`config.mk`:
```
export PLATFORM = sky130hd
export DESIGN_NAME = enigma_stream_ctrl
export DESIGN_NICKNAME = d
export VERILOG_FILES = /design/src/rtl/enigma_pkg.sv /design/src/rtl/enigma_byte_fifo.sv /design/src/rtl/enigma_stream_ctrl.sv
export SDC_FILE = /design/constraint.sdc
export NUM_CORES = 1
export LEC_CHECK = 0
export ABC_AREA = 1
export ABC_CLOCK_PERIOD_IN_PS = 1890
export CELL_PAD_IN_SITES_DETAIL_PLACEMENT = 0
export CELL_PAD_IN_SITES_GLOBAL_PLACEMENT = 1
export CORE_AREA = 2 2 120 122
export DETAILED_ROUTE_END_ITERATION = 10
export DIE_AREA = 0 0 122 124
export PLACE_DENSITY_LB_ADDON = 0.15
export SYNTH_ARGS = -nofsm -noshare
export SYNTH_HDL_FRONTEND = slang
export SYNTH_SLANG_ARGS = --single-unit
export TNS_END_PERCENT = 5
```
`constraint.sdc`:
```
create_clock -name clk -period 1.89 [get_ports clk]
set_input_delay 0.567 -clock clk [delete_from_list [all_inputs] [get_ports clk]]
set_output_delay 0.567 -clock clk [all_outputs]
set_load 0.02 [all_outputs]
```
`src/rtl/enigma_pkg.sv`:
```
// enigma_pkg
// Shared definitions for the Enigma byte-stream front end: the controller
// FSM state encoding, the ASCII code points the controller classifies and
// emits, and small classification helpers for incoming bytes.
package enigma_pkg;

  // Controller states. GROUP_SPACE is only ever entered when the five-letter
  // grouping option (ENIGMA_GROUP5_EN) is compiled in.
  typedef enum logic [2:0] {
    IDLE,
    ISSUE,
    WAIT_CORE,
    SEND,
    TX_GUARD,
    TX_WAIT,
    GROUP_SPACE
  } state_t;

  localparam int LETTERS   = 26;
  localparam int GROUP_LEN = 5;

  localparam logic [7:0] ASCII_A  = 8'h41;
  localparam logic [7:0] ASCII_LA = 8'h61;
  localparam logic [7:0] ASCII_SP = 8'h20;
  localparam logic [7:0] ASCII_CR = 8'h0D;
  localparam logic [7:0] ASCII_LF = 8'h0A;
  localparam logic [7:0] ASCII_Z  = ASCII_A  + 8'(LETTERS - 1);
  localparam logic [7:0] ASCII_LZ = ASCII_LA + 8'(LETTERS - 1);

  function automatic logic is_upper(input logic [7:0] b);
    return (b >= ASCII_A) && (b <= ASCII_Z);
  endfunction

  function automatic logic is_lower(input logic [7:0] b);
    return (b >= ASCII_LA) && (b <= ASCII_LZ);
  endfunction

endpackage

```
`src/rtl/enigma_byte_fifo.sv`:
```
// enigma_byte_fifo
// Small synchronous byte FIFO with a registered occupancy count. Fullness is
// judged on the registered count only, so a pop in the same cycle does not
// make room for a push into a full FIFO; that push is simply ignored.
//
// Ports:
//   clk, rst    clock, synchronous active-high reset
//   push        write push_data this cycle (ignored when full)
//   push_data   8-bit byte to store
//   pop         discard the head entry this cycle (ignored when empty)
//   head_data   current head entry (valid when !empty)
//   empty, full occupancy flags derived from the registered count
module enigma_byte_fifo #(
  parameter int DEPTH = 8
) (
  input  logic       clk,
  input  logic       rst,
  input  logic       push,
  input  logic [7:0] push_data,
  input  logic       pop,
  output logic [7:0] head_data,
  output logic       empty,
  output logic       full
);

  localparam int AW = $clog2(DEPTH);
  localparam logic [AW:0] DEPTH_C = (AW + 1)'(DEPTH);

  logic [7:0]    mem_q [DEPTH];
  logic [7:0]    mem_d [DEPTH];
  logic [AW-1:0] wr_ptr_q, wr_ptr_d;
  logic [AW-1:0] rd_ptr_q, rd_ptr_d;
  logic [AW:0]   count_q, count_d;
  logic          do_push, do_pop;

  assign full      = (count_q == DEPTH_C);
  assign empty     = (count_q == '0);
  assign head_data = mem_q[rd_ptr_q];
  assign do_push   = push && !full;
  assign do_pop    = pop && !empty;

  // Next-state for storage, pointers and count. Pointers wrap naturally
  // because DEPTH is a power of two.
  always_comb begin
    mem_d = mem_q;
    if (do_push) mem_d[wr_ptr_q] = push_data;
    wr_ptr_d = wr_ptr_q + AW'(do_push);
    rd_ptr_d = rd_ptr_q + AW'(do_pop);
    count_d  = count_q + (AW + 1)'(do_push) - (AW + 1)'(do_pop);
  end

  // Register update; storage contents need no reset since count gates them.
  always_ff @(posedge clk) begin
    if (rst) begin
      wr_ptr_q <= '0;
      rd_ptr_q <= '0;
      count_q  <= '0;
    end else begin
      wr_ptr_q <= wr_ptr_d;
      rd_ptr_q <= rd_ptr_d;
      count_q  <= count_d;
    end
    mem_q <= mem_d;
  end

endmodule

```
`src/rtl/enigma_stream_ctrl.sv`:
```
// enigma_stream_ctrl
// Byte-stream front end for the Enigma core. Buffers received ASCII bytes,
// normalises letters to 0..25, issues them one at a time to the core, waits
// (with a timeout) for the result, and hands the uppercase result to the
// UART transmitter under a busy/start handshake.
//
// Build option: define ENIGMA_GROUP5_EN to insert a space after every fifth
// encrypted letter (counter cleared by rst and by passed-through CR/LF).
//
// Ports:
//   clk, rst            clock, synchronous active-high reset
//   rx_valid, rx_data   received byte strobe and data
//   core_valid          one-cycle issue strobe to the core
//   core_char           letter index 0..25 for the core
//   core_result_valid   core result strobe
//   core_result         encrypted letter index
//   tx_busy             transmitter busy
//   tx_start, tx_data   one-cycle transmit start strobe and byte
//   overflow            sticky: a received byte was dropped (FIFO full)
//   core_err            sticky: a core response timed out
//   char_count          letters successfully encrypted (wraps)
module enigma_stream_ctrl
  import enigma_pkg::*;
#(
  parameter int FIFO_DEPTH    = 8,
  parameter bit PASS_NONALPHA = 1'b1,
  parameter int TIMEOUT       = 15
) (
  input  logic        clk,
  input  logic        rst,
  input  logic        rx_valid,
  input  logic [7:0]  rx_data,
  output logic        core_valid,
  output logic [4:0]  core_char,
  input  logic        core_result_valid,
  input  logic [4:0]  core_result,
  input  logic        tx_busy,
  output logic        tx_start,
  output logic [7:0]  tx_data,
  output logic        overflow,
  output logic        core_err,
  output logic [15:0] char_count
);

  localparam int TW = $clog2(TIMEOUT + 1);

  state_t        state_q, state_d;
  logic [4:0]    index_q, index_d;
  logic [7:0]    tx_byte_q, tx_byte_d;
  logic [TW-1:0] timer_q, timer_d;
  logic          overflow_q, overflow_d;
  logic          core_err_q, core_err_d;
  logic [15:0]   char_count_q, char_count_d;
`ifdef ENIGMA_GROUP5_EN
  logic [2:0]    group_q, group_d;
  logic          group_due_q, group_due_d;
`endif

  logic       fifo_pop;
  logic [7:0] fifo_head;
  logic       fifo_empty;
  logic       fifo_full;

  enigma_byte_fifo #(
    .DEPTH(FIFO_DEPTH)
  ) u_fifo (
    .clk      (clk),
    .rst      (rst),
    .push     (rx_valid),
    .push_data(rx_data),
    .pop      (fifo_pop),
    .head_data(fifo_head),
    .empty    (fifo_empty),
    .full     (fifo_full)
  );

  assign core_char  = index_q;
  assign tx_data    = tx_byte_q;
  assign overflow   = overflow_q;
  assign core_err   = core_err_q;
  assign char_count = char_count_q;

  // Next-state and strobe logic. tx_byte only changes in IDLE, WAIT_CORE and
  // GROUP_SPACE, which keeps tx_data stable across SEND/TX_GUARD/TX_WAIT.
  always_comb begin
    state_d      = state_q;
    index_d      = index_q;
    tx_byte_d    = tx_byte_q;
    timer_d      = timer_q;
    core_err_d   = core_err_q;
    char_count_d = char_count_q;
    overflow_d   = overflow_q | (rx_valid & fifo_full);
    fifo_pop     = 1'b0;
    core_valid   = (state_q == ISSUE);
    tx_start     = (state_q == SEND) && !tx_busy;
`ifdef ENIGMA_GROUP5_EN
    group_d      = group_q;
    group_due_d  = group_due_q;
`endif

    case (state_q)
      IDLE: begin
        if (!fifo_empty) begin
          fifo_pop = 1'b1;
          if (is_upper(fifo_head)) begin
            index_d = 5'(fifo_head - ASCII_A);
            state_d = ISSUE;
          end else if (is_lower(fifo_head)) begin
            index_d = 5'(fifo_head - ASCII_LA);
            state_d = ISSUE;
          end else if (PASS_NONALPHA) begin
            tx_byte_d = fifo_head;
            state_d   = SEND;
`ifdef ENIGMA_GROUP5_EN
            if (fifo_head == ASCII_CR || fifo_head == ASCII_LF) group_d = '0;
`endif
          end
        end
      end
      ISSUE: begin
        timer_d = '0;
        state_d = WAIT_CORE;
      end
      WAIT_CORE: begin
        // A result arriving on the final allowed cycle still wins.
        if (core_result_valid) begin
          tx_byte_d    = {3'b000, core_result} + ASCII_A;
          char_count_d = char_count_q + 16'd1;
          state_d      = SEND;
`ifdef ENIGMA_GROUP5_EN
          if (group_q == 3'(GROUP_LEN - 1)) begin
            group_d     = '0;
            group_due_d = 1'b1;
          end else begin
            group_d = group_q + 3'd1;
          end
`endif
        end else if (timer_q == TW'(TIMEOUT - 1)) begin
          core_err_d = 1'b1;
          state_d    = IDLE;
        end else begin
          timer_d = timer_q + TW'(1);
        end
      end
      SEND: begin
        if (!tx_busy) state_d = TX_GUARD;
      end
      TX_GUARD: begin
        state_d = TX_WAIT;
      end
      TX_WAIT: begin
        if (!tx_busy) begin
`ifdef ENIGMA_GROUP5_EN
          if (group_due_q) begin
            group_due_d = 1'b0;
            state_d     = GROUP_SPACE;
          end else begin
            state_d = IDLE;
          end
`else
          state_d = IDLE;
`endif
        end
      end
`ifdef ENIGMA_GROUP5_EN
      GROUP_SPACE: begin
        tx_byte_d = ASCII_SP;
        state_d   = SEND;
      end
`endif
      default: state_d = IDLE;
    endcase
  end

  // State register; reset abandons any in-flight character.
  always_ff @(posedge clk) begin
    if (rst) begin
      state_q      <= IDLE;
      index_q      <= '0;
      tx_byte_q    <= '0;
      timer_q      <= '0;
      overflow_q   <= 1'b0;
      core_err_q   <= 1'b0;
      char_count_q <= '0;
`ifdef ENIGMA_GROUP5_EN
      group_q      <= '0;
      group_due_q  <= 1'b0;
`endif
    end else begin
      state_q      <= state_d;
      index_q      <= index_d;
      tx_byte_q    <= tx_byte_d;
      timer_q      <= timer_d;
      overflow_q   <= overflow_d;
      core_err_q   <= core_err_d;
      char_count_q <= char_count_d;
`ifdef ENIGMA_GROUP5_EN
      group_q      <= group_d;
      group_due_q  <= group_due_d;
`endif
    end
  end

endmodule

```
==> results of run 1 <==
==> registers in the layout (all words and copies together) (netlist names) <==
name,count
u_fifo.count_q,4
u_fifo.mem_q,64
u_fifo.wr_ptr_q,3
tx_data,8
u_fifo.rd_ptr_q,3
char_count,16
state_q,3
timer_q,4
overflow,1
core_err,1
core_char,5
==> cell families (layout without fill, tap and decap cells) <==
kind of cell | after synthesis | in the layout | share of synthesized area [%]
AND/OR/NAND/NOR | 289 | 290 | 24.4
XOR/XNOR | 11 | 11 | 1.81
adder cells (fa/ha/maj) | 18 | 18 | 4.37
flip-flops | 112 | 112 | 54.1
AO/OA/AOI/OAI | 57 | 57 | 5.71
buffers and inverters | 120 | 261 | 9.56
==> final timing paths <==
check | startpoint | endpoint | cells after the start
hold / removal | overflow$_SDFF_PP0_ | overflow$_SDFF_PP0_ | 2
setup reg to reg | u_fifo.rd_ptr_q[0]$_SDFF_PP0_ | tx_data[7]$_SDFFE_PP0P_ | 17
setup / recovery | u_fifo.rd_ptr_q[0]$_SDFF_PP0_ | tx_data[7]$_SDFFE_PP0P_ | 17
hold reg to reg | overflow$_SDFF_PP0_ | overflow$_SDFF_PP0_ | 2
==> power groups by stage <==
| stage | sequential, mW | combinational (mW) | clock [mW] |
|---|---|---|---|
| 3_5_place_dp | 3.12 | 3.97 | 0 |
| 6_report | 3.09 | 4.85 | 1.77 |
| 5_1_grt | 3.13 | 5.40 | 1.91 |
| 2_1_floorplan | 3.22 | 2.37 | 0 |
| 4_1_cts | 3.08 | 4.24 | 1.81 |
| 3_3_place_gp | 3.10 | 3.94 | 0 |
==> critical path: cells and delay by family (launching register included) <==
| kind | cells | cell delay (ns) |
|---|---|---|
| and+or+nand+nor | 12 | 1.07 |
| DFF | 1 | 0.42 |
| buffers and inverters | 4 | 0.32 |
| adders and majority gates | 1 | 0.13 |
==> cells in the mapped netlist, drive strengths merged <==
master | count | area share (%)
nand2 | 132 | 9.8
inv | 103 | 7.4
nor2 | 86 | 6.7
edfxtp | 64 | 36
dfxtp | 48 | 18
nand3 | 48 | 5.1
o21ai | 27 | 2.5
a21oi | 22 | 2.1
ha | 17 | 4.0
buf | 11 | 1.8
nor3 | 9 | 0.85
nand4 | 8 | 1.2
xnor2 | 6 | 0.99
xor2 | 5 | 0.82
clkbuf | 4 | 0.28
a211oi | 3 | 0.42
a31oi | 2 | 0.23
clkinv | 2 | 0.14
nand3b | 2 | 0.28
nor3b | 2 | 0.28
o22ai | 2 | 0.23
or2 | 2 | 0.23
fa | 1 | 0.38
o221a | 1 | 0.21
==> metal layers <==
| metal | part of all wire (%) | global-route usage, % | routed length [µm] | vias up |
|---|---|---|---|---|
| met3 | 5.1 | 2.66 | 633 | 21 |
| li1 | - | - | - | 2217 |
| met4 | 2.3 | 7.83 | 285 | 0 |
| met1 | 46 | 23.3 | 5680 | 1932 |
| met2 | 46 | 26.4 | 5730 | 102 |
| met5 | 0 | 0 | 0 | - |
==> per-stage QoR <==
stage	area [µm²]	cells
after floorplan	5350	607
after global placement	6580	902
after detailed placement	6580	902
after CTS	6990	922
after global routing	7360	929
final	7360	929
==> what timing repair did <==
| action | 4_1_cts | 5_1_grt |
|---|---|---|
| setup buffers | 4 | 6 |
| gates cloned | 0 | 1 |
| setup endpoints to repair | 42 | 101 |
| pin swaps | 12 | 30 |
| gates resized for setup | 72 | 87 |
| hold endpoints to repair | 0 | 0 |
==> cell type report <==
| type | instances | area (µm²) |
|---|---|---|
| Clock inverter | 5 | 33.8 |
| Tap cell | 180 | 225 |
| Sequential cell | 112 | 2900 |
| Fill cell | 1282 | 6360 |
| Inverter | 105 | 414 |
| Clock buffer | 11 | 233 |
| Timing Repair Buffer | 140 | 1250 |
| Multi-Input combinational cell | 376 | 2310 |
==> results.md, run 1 <==
* Reg clk slew, reported paths at 0.07 ns
* All-Layer GR Usage at 16.9%
* Post-cts hold buffer count at 0
* FF+latch count, synth at 112
* Largest net degree at the start of global routing at 22
* Total number of vias at 4,272
* Ys Warns at 0
* Pins Over Slew Limit at 0
* Vias in the first global route at 4,135
* Crit path max fanout at 7
* Setup WS post-layout at -0.164 ns
* Netlist cell types at 36
* Final worst-path cycle share at 109%
* Peak VDD IR at 0.497 mV
* Inserted Clock Buffers at 9
* Combinational Power Share at 49.9%
* Sw frac at 38.6%
* Post-layout nets at 780
* Outcome: finished with violations
* TNS Setup at -2.08 ns
* Clk buf depth at 2
* Max-cap violation count at 0
* Worst skew pair latency at 0.36 ns
* Synthesized area per cell at 8.77 µm²
* Slack of the worst reg-to-reg path at -0.16 ns
* Commonest non-fill, non-tap cell in the layout: nand2_1
* Initial core utilization at 38.8%
* Internal power at 5.97 mW
* Core Region at 13,700 µm²
* Commonest cells after routing, fill and taps aside: nand2_1 (104), inv_1 (87), buf_4 (79), nor2_1 (65), edfxtp_1 (64)
* Die width at 122 µm
* Post-Synthesis Cell Area at 5330 µm²
* GR Overflow Total at 0
* CP arrival at 2.30 ns
* Reg power frac at 31.8%
* Critical Path Sink Type: flop
* Clock network power share at 18.3%
* Register area share after synthesis at 54.1%
* Critical path cell sequence: buf_12 -> nand2_2 -> nand2_2 -> nand2_2 -> nand3_2 -> nand2_4 -> inv_4 -> ha_4 -> inv_2 -> nand2_2 -> nor2_4 -> nor2_4 -> nand3_4 -> nand2_8 -> inv_8 -> nor2_1 -> nor2_1
* Die Span Y at 124 µm
* Site row count at 43
* CP Launch Type: flop
* ANT cells at 0
* Cell mode on critical path: nand2_2
* WHS at 0.458 ns
* Final wirelength at 12.3 mm
* Worst slack, placed at -0.916 ns
* Drt via density at 4.60
* Die ar. at 15,100 µm²
* Setup CP Type: reg2reg
* DR DRC count at 0
* Hold Crit Class: reg2reg
* DR pass1 iterations at 4
* CP max stage cell: dfxtp_4
* Initial antenna violation count at 0
* Hpwl dp at 8.55 mm
* Post-route ant nets at 0
* Crit path largest cell delay at 0.42 ns
* RSZ-0062 raised after global routing: yes
* First-pass GRT wire length at 19.7 mm
* Final hold viol count at 0
* PwrDens at 1320 nW/µm²
* Port buffer count at 50
* First DRT Iteration DRCs at 253
* Synth Instances at 607
* Top-Level Pins at 51
* Final design utilization at 53.6%
* Clock skew at 0.0103 ns
* H-tree levels at 3
* Clock sinks at 112
* FMAX at 487 MHz
* Failing checks: negative setup slack
* Clock root cell: clkbuf_16
* Psw at 3.75 mW
* WL/cell at 13.3 µm
* LEAKAGE at 3.42 nW
* Tot Pwr at 9.72 mW
* Normalized max-slew margin at 79.4%
* Worst endpoint required time at 2.14 ns
* Area added between synthesis and finish at 38.2%
* Final min period at 2.05 ns
* TritonCTS clock tree: done
* GP Congestion at 0.861
* Worst Tran Pin Value at 0.306 ns
* Syn Nets at 643
* Share of cells above drive strength 1 at 28.6%
* Final setup viols at 19
(Power assumes the default switching activity.)
==> run 2, diff against run 1 <==
Settings changed: CORE_AREA 2 2 120 122 to 2 2 105 148, DIE_AREA 0 0 122 124 to 0 0 107 150, SYNTH_HIERARCHICAL set to 1.
==> results.md, run 2 <==
* DR DRC count at 0
* Drt via density at 4.58
* Crit path max fanout at 7
* Die Span Y at 150 µm
* All-Layer GR Usage at 17.2%
* Core Region at 14,800 µm²
* Max-cap violation count at 0
* Area added between synthesis and finish at 34.4%
* Die width at 107 µm
* Synth Instances at 698
* Post-synth EDFFs at 64
* Post-Synthesis Cell Area at 5670 µm²
* Sequential Area at 2890 µm²
* Final setup viols at 15
* Final worst-path cycle share at 108%
* Largest register FFs at 64
* Clk buf depth at 2
* Clock skew at 0.00681 ns
* Site row count at 53
* RSZ-0062 raised after global routing: yes
* First-pass GRT wire length at 21.5 mm
* First DRT Iteration DRCs at 114
* Tot Pwr at 10.3 mW
* Largest net degree at the start of global routing at 24
* Finished Layout Cells at 1,028
* GR Overflow Total at 0
* DR pass1 iterations at 4
* Clock sinks at 112
* CP arrival at 2.29 ns
* Placed insts at 997
* Port buffer count at 50
* TritonCTS clock tree: done
* CP Launch Type: flop
* Outcome: finished with violations
* H-tree levels at 3
* Initial core utilization at 38.3%
* Peak VDD IR at 0.702 mV
* LEAKAGE at 3.51 nW
* Synth top area share at 33.9%
* Largest Register: u_fifo/mem_q
* PwrDens at 1360 nW/µm²
* FMAX at 489 MHz
* Syn Nets at 734
* Post-route ant nets at 0
* Top-Level Pins at 51
* Count leader, synth: nand2_1
* Worst endpoint required time at 2.13 ns
* Commonest non-fill, non-tap cell in the layout: nand2_1
* Final wirelength at 13.1 mm
* Die ar. at 16,100 µm²
* GP Congestion at 0.845
* Reg clk slew, reported paths at 0.07 ns
* Failing checks: negative setup slack
* Clock root cell: clkbuf_16
* Hpwl dp at 9.46 mm
* Worst skew pair latency at 0.34 ns
* Cell taking the most area after synthesis: edfxtp_1
* Vias in the first global route at 4,708
* WL/cell at 12.8 µm
* Total number of vias at 4,713
* Critical Path Sink Type: flop
* Setup CP Type: reg2reg
* Initial antenna violation count at 0
* Share of cells above drive strength 1 at 23.9%
* ANT cells at 0
* FF+latch count, synth at 112
* Multi-input logic area at 2420 µm²
* Post-layout nets at 867
* Synthesized area per cell at 8.12 µm²
* Ys Warns at 6
* Worst Tran Pin Value at 0.373 ns
* Setup WS post-layout at -0.154 ns
* Normalized max-slew margin at 75.0%
* Layout fillers at 1,416
* Main synth FF type: edfxtp_1
* Hold Crit Class: reg2reg
* TNS Setup at -1.36 ns
* Worst slack, placed at -0.575 ns
* Commonest cells after routing, fill and taps aside: nand2_1 (158), inv_1 (121), buf_4 (77), edfxtp_1 (64), nor2_1 (56)
* Inserted Clock Buffers at 9
* Final hold viol count at 0
* Pins Over Slew Limit at 0
* Synth area leaders: edfxtp_1 (34%), dfxtp_1 (17%), nand2_1 (12%)
* Netlist cell types at 35
* Register area share after synthesis at 50.9%
* Top post-synthesis cells by count: nand2_1 (177), inv_1 (131), nor2_1 (70)
* Final min period at 2.04 ns
* Asr flop ratio synth at 0%
-- run 2: cell count changes in the layout (fill, tap and decap cells not counted), sizes merged, moves of 8 or more --
cell | previous run | this run
nand2 | 133 | 189
inv | 104 | 140
nor2 | 86 | 73
nand3 | 48 | 57
nor3 | 9 | 18
o21ai | 27 | 19
-- run 2: worst max-delay path, stage by stage (launching register included) --
cell      delay (ns)
dfxtp_4         0.43
buf_6           0.14
nand2_1         0.05
nand3_1         0.07
nand2_1         0.06
nand2_1         0.07
nand2_2         0.08
buf_6           0.13
ha_4            0.15
nand2_2         0.07
nand4_1         0.19
buf_4           0.22
nand4_4         0.10
nand3b_1        0.09
nand2_1         0.08
nor2_1          0.04
-- run 2: path summary, 6_finish.rpt --
check / start / to / slack (ns) / cells past startpoint
max: u_fifo/rd_ptr_q[0]$_SDFF_PP0_ / tx_data[4]$_SDFFE_PP0P_ / -0.15 / 15
min: core_err$_SDFFE_PP0P_ / core_err$_SDFFE_PP0P_ / 0.48 / 2
max reg2reg: u_fifo/rd_ptr_q[0]$_SDFF_PP0_ / tx_data[4]$_SDFFE_PP0P_ / -0.15 / 15
min reg2reg: core_err$_SDFFE_PP0P_ / core_err$_SDFFE_PP0P_ / 0.48 / 2
-- run 2: cells by family after synthesis --
logic type      count (synthesis)  share of synthesized area, %
simple gates                  354                          27.3
buf+inv                       155                          11.6
fa+ha+maj                      18                          4.11
xor+xnor                        9                          1.39
flops                         112                          50.9
compound gates                 50                          4.66
-- run 2: per-layer routing --
metal | GRT usage [%] | up-vias | wire length [µm]
li1 | - | 2460 | -
met1 | 19.4 | 2180 | 5630
met2 | 31.9 | 53 | 6900
met3 | 2.70 | 20 | 314
met4 | 6.82 | 0 | 284
met5 | 0 | - | 0
-- run 2: timing repair --
| item | in CTS | in global routing |
|---|---|---|
| hold buffers | 0 | 0 |
| setup endpoints to repair | 34 | 25 |
| pin swaps | 15 | 26 |
| gates cloned | 2 | 2 |
| buffers inserted | 5 | 6 |
| gates resized for setup | 45 | 66 |
| endpoints found under the hold margin | 0 | 0 |
-- run 2: power by group --
part           switching, mW  total [mW]  internal [mW]
clock network          0.883        1.93           1.04
registers              0.175        3.06           2.88
logic                   2.94        5.36           2.42
total                   4.00        10.3           6.34
-- run 2: cell type report --
type	instances	area share [%]
Timing Repair Buffer	138	16.1
Tap cell	192	3.15
Inverter	136	7.00
Sequential cell	112	38.0
Timing Repair inverter	1	0.0493
Multi-Input combinational cell	433	31.8
Clock buffer	9	2.96
Clock inverter	7	1.00
-- run 2: per-stage QoR --
step	hold WS, ns	area [µm²]	utilization (%)
3_5_place_dp	0.464	6920	46.8
4_1_cts	0.482	7330	49.6
2_1_floorplan	0.459	5720	-
3_3_place_gp	0.454	6920	46.8
5_1_grt	0.502	7620	51.5
6_report	0.475	7620	51.5
==> run 3, diff against run 2 <==
Settings changed: CTS_CLUSTER_DIAMETER set to 30.
==> results of run 3 <==
No change in the layout: final DEF, timing and power equal those of run 2.
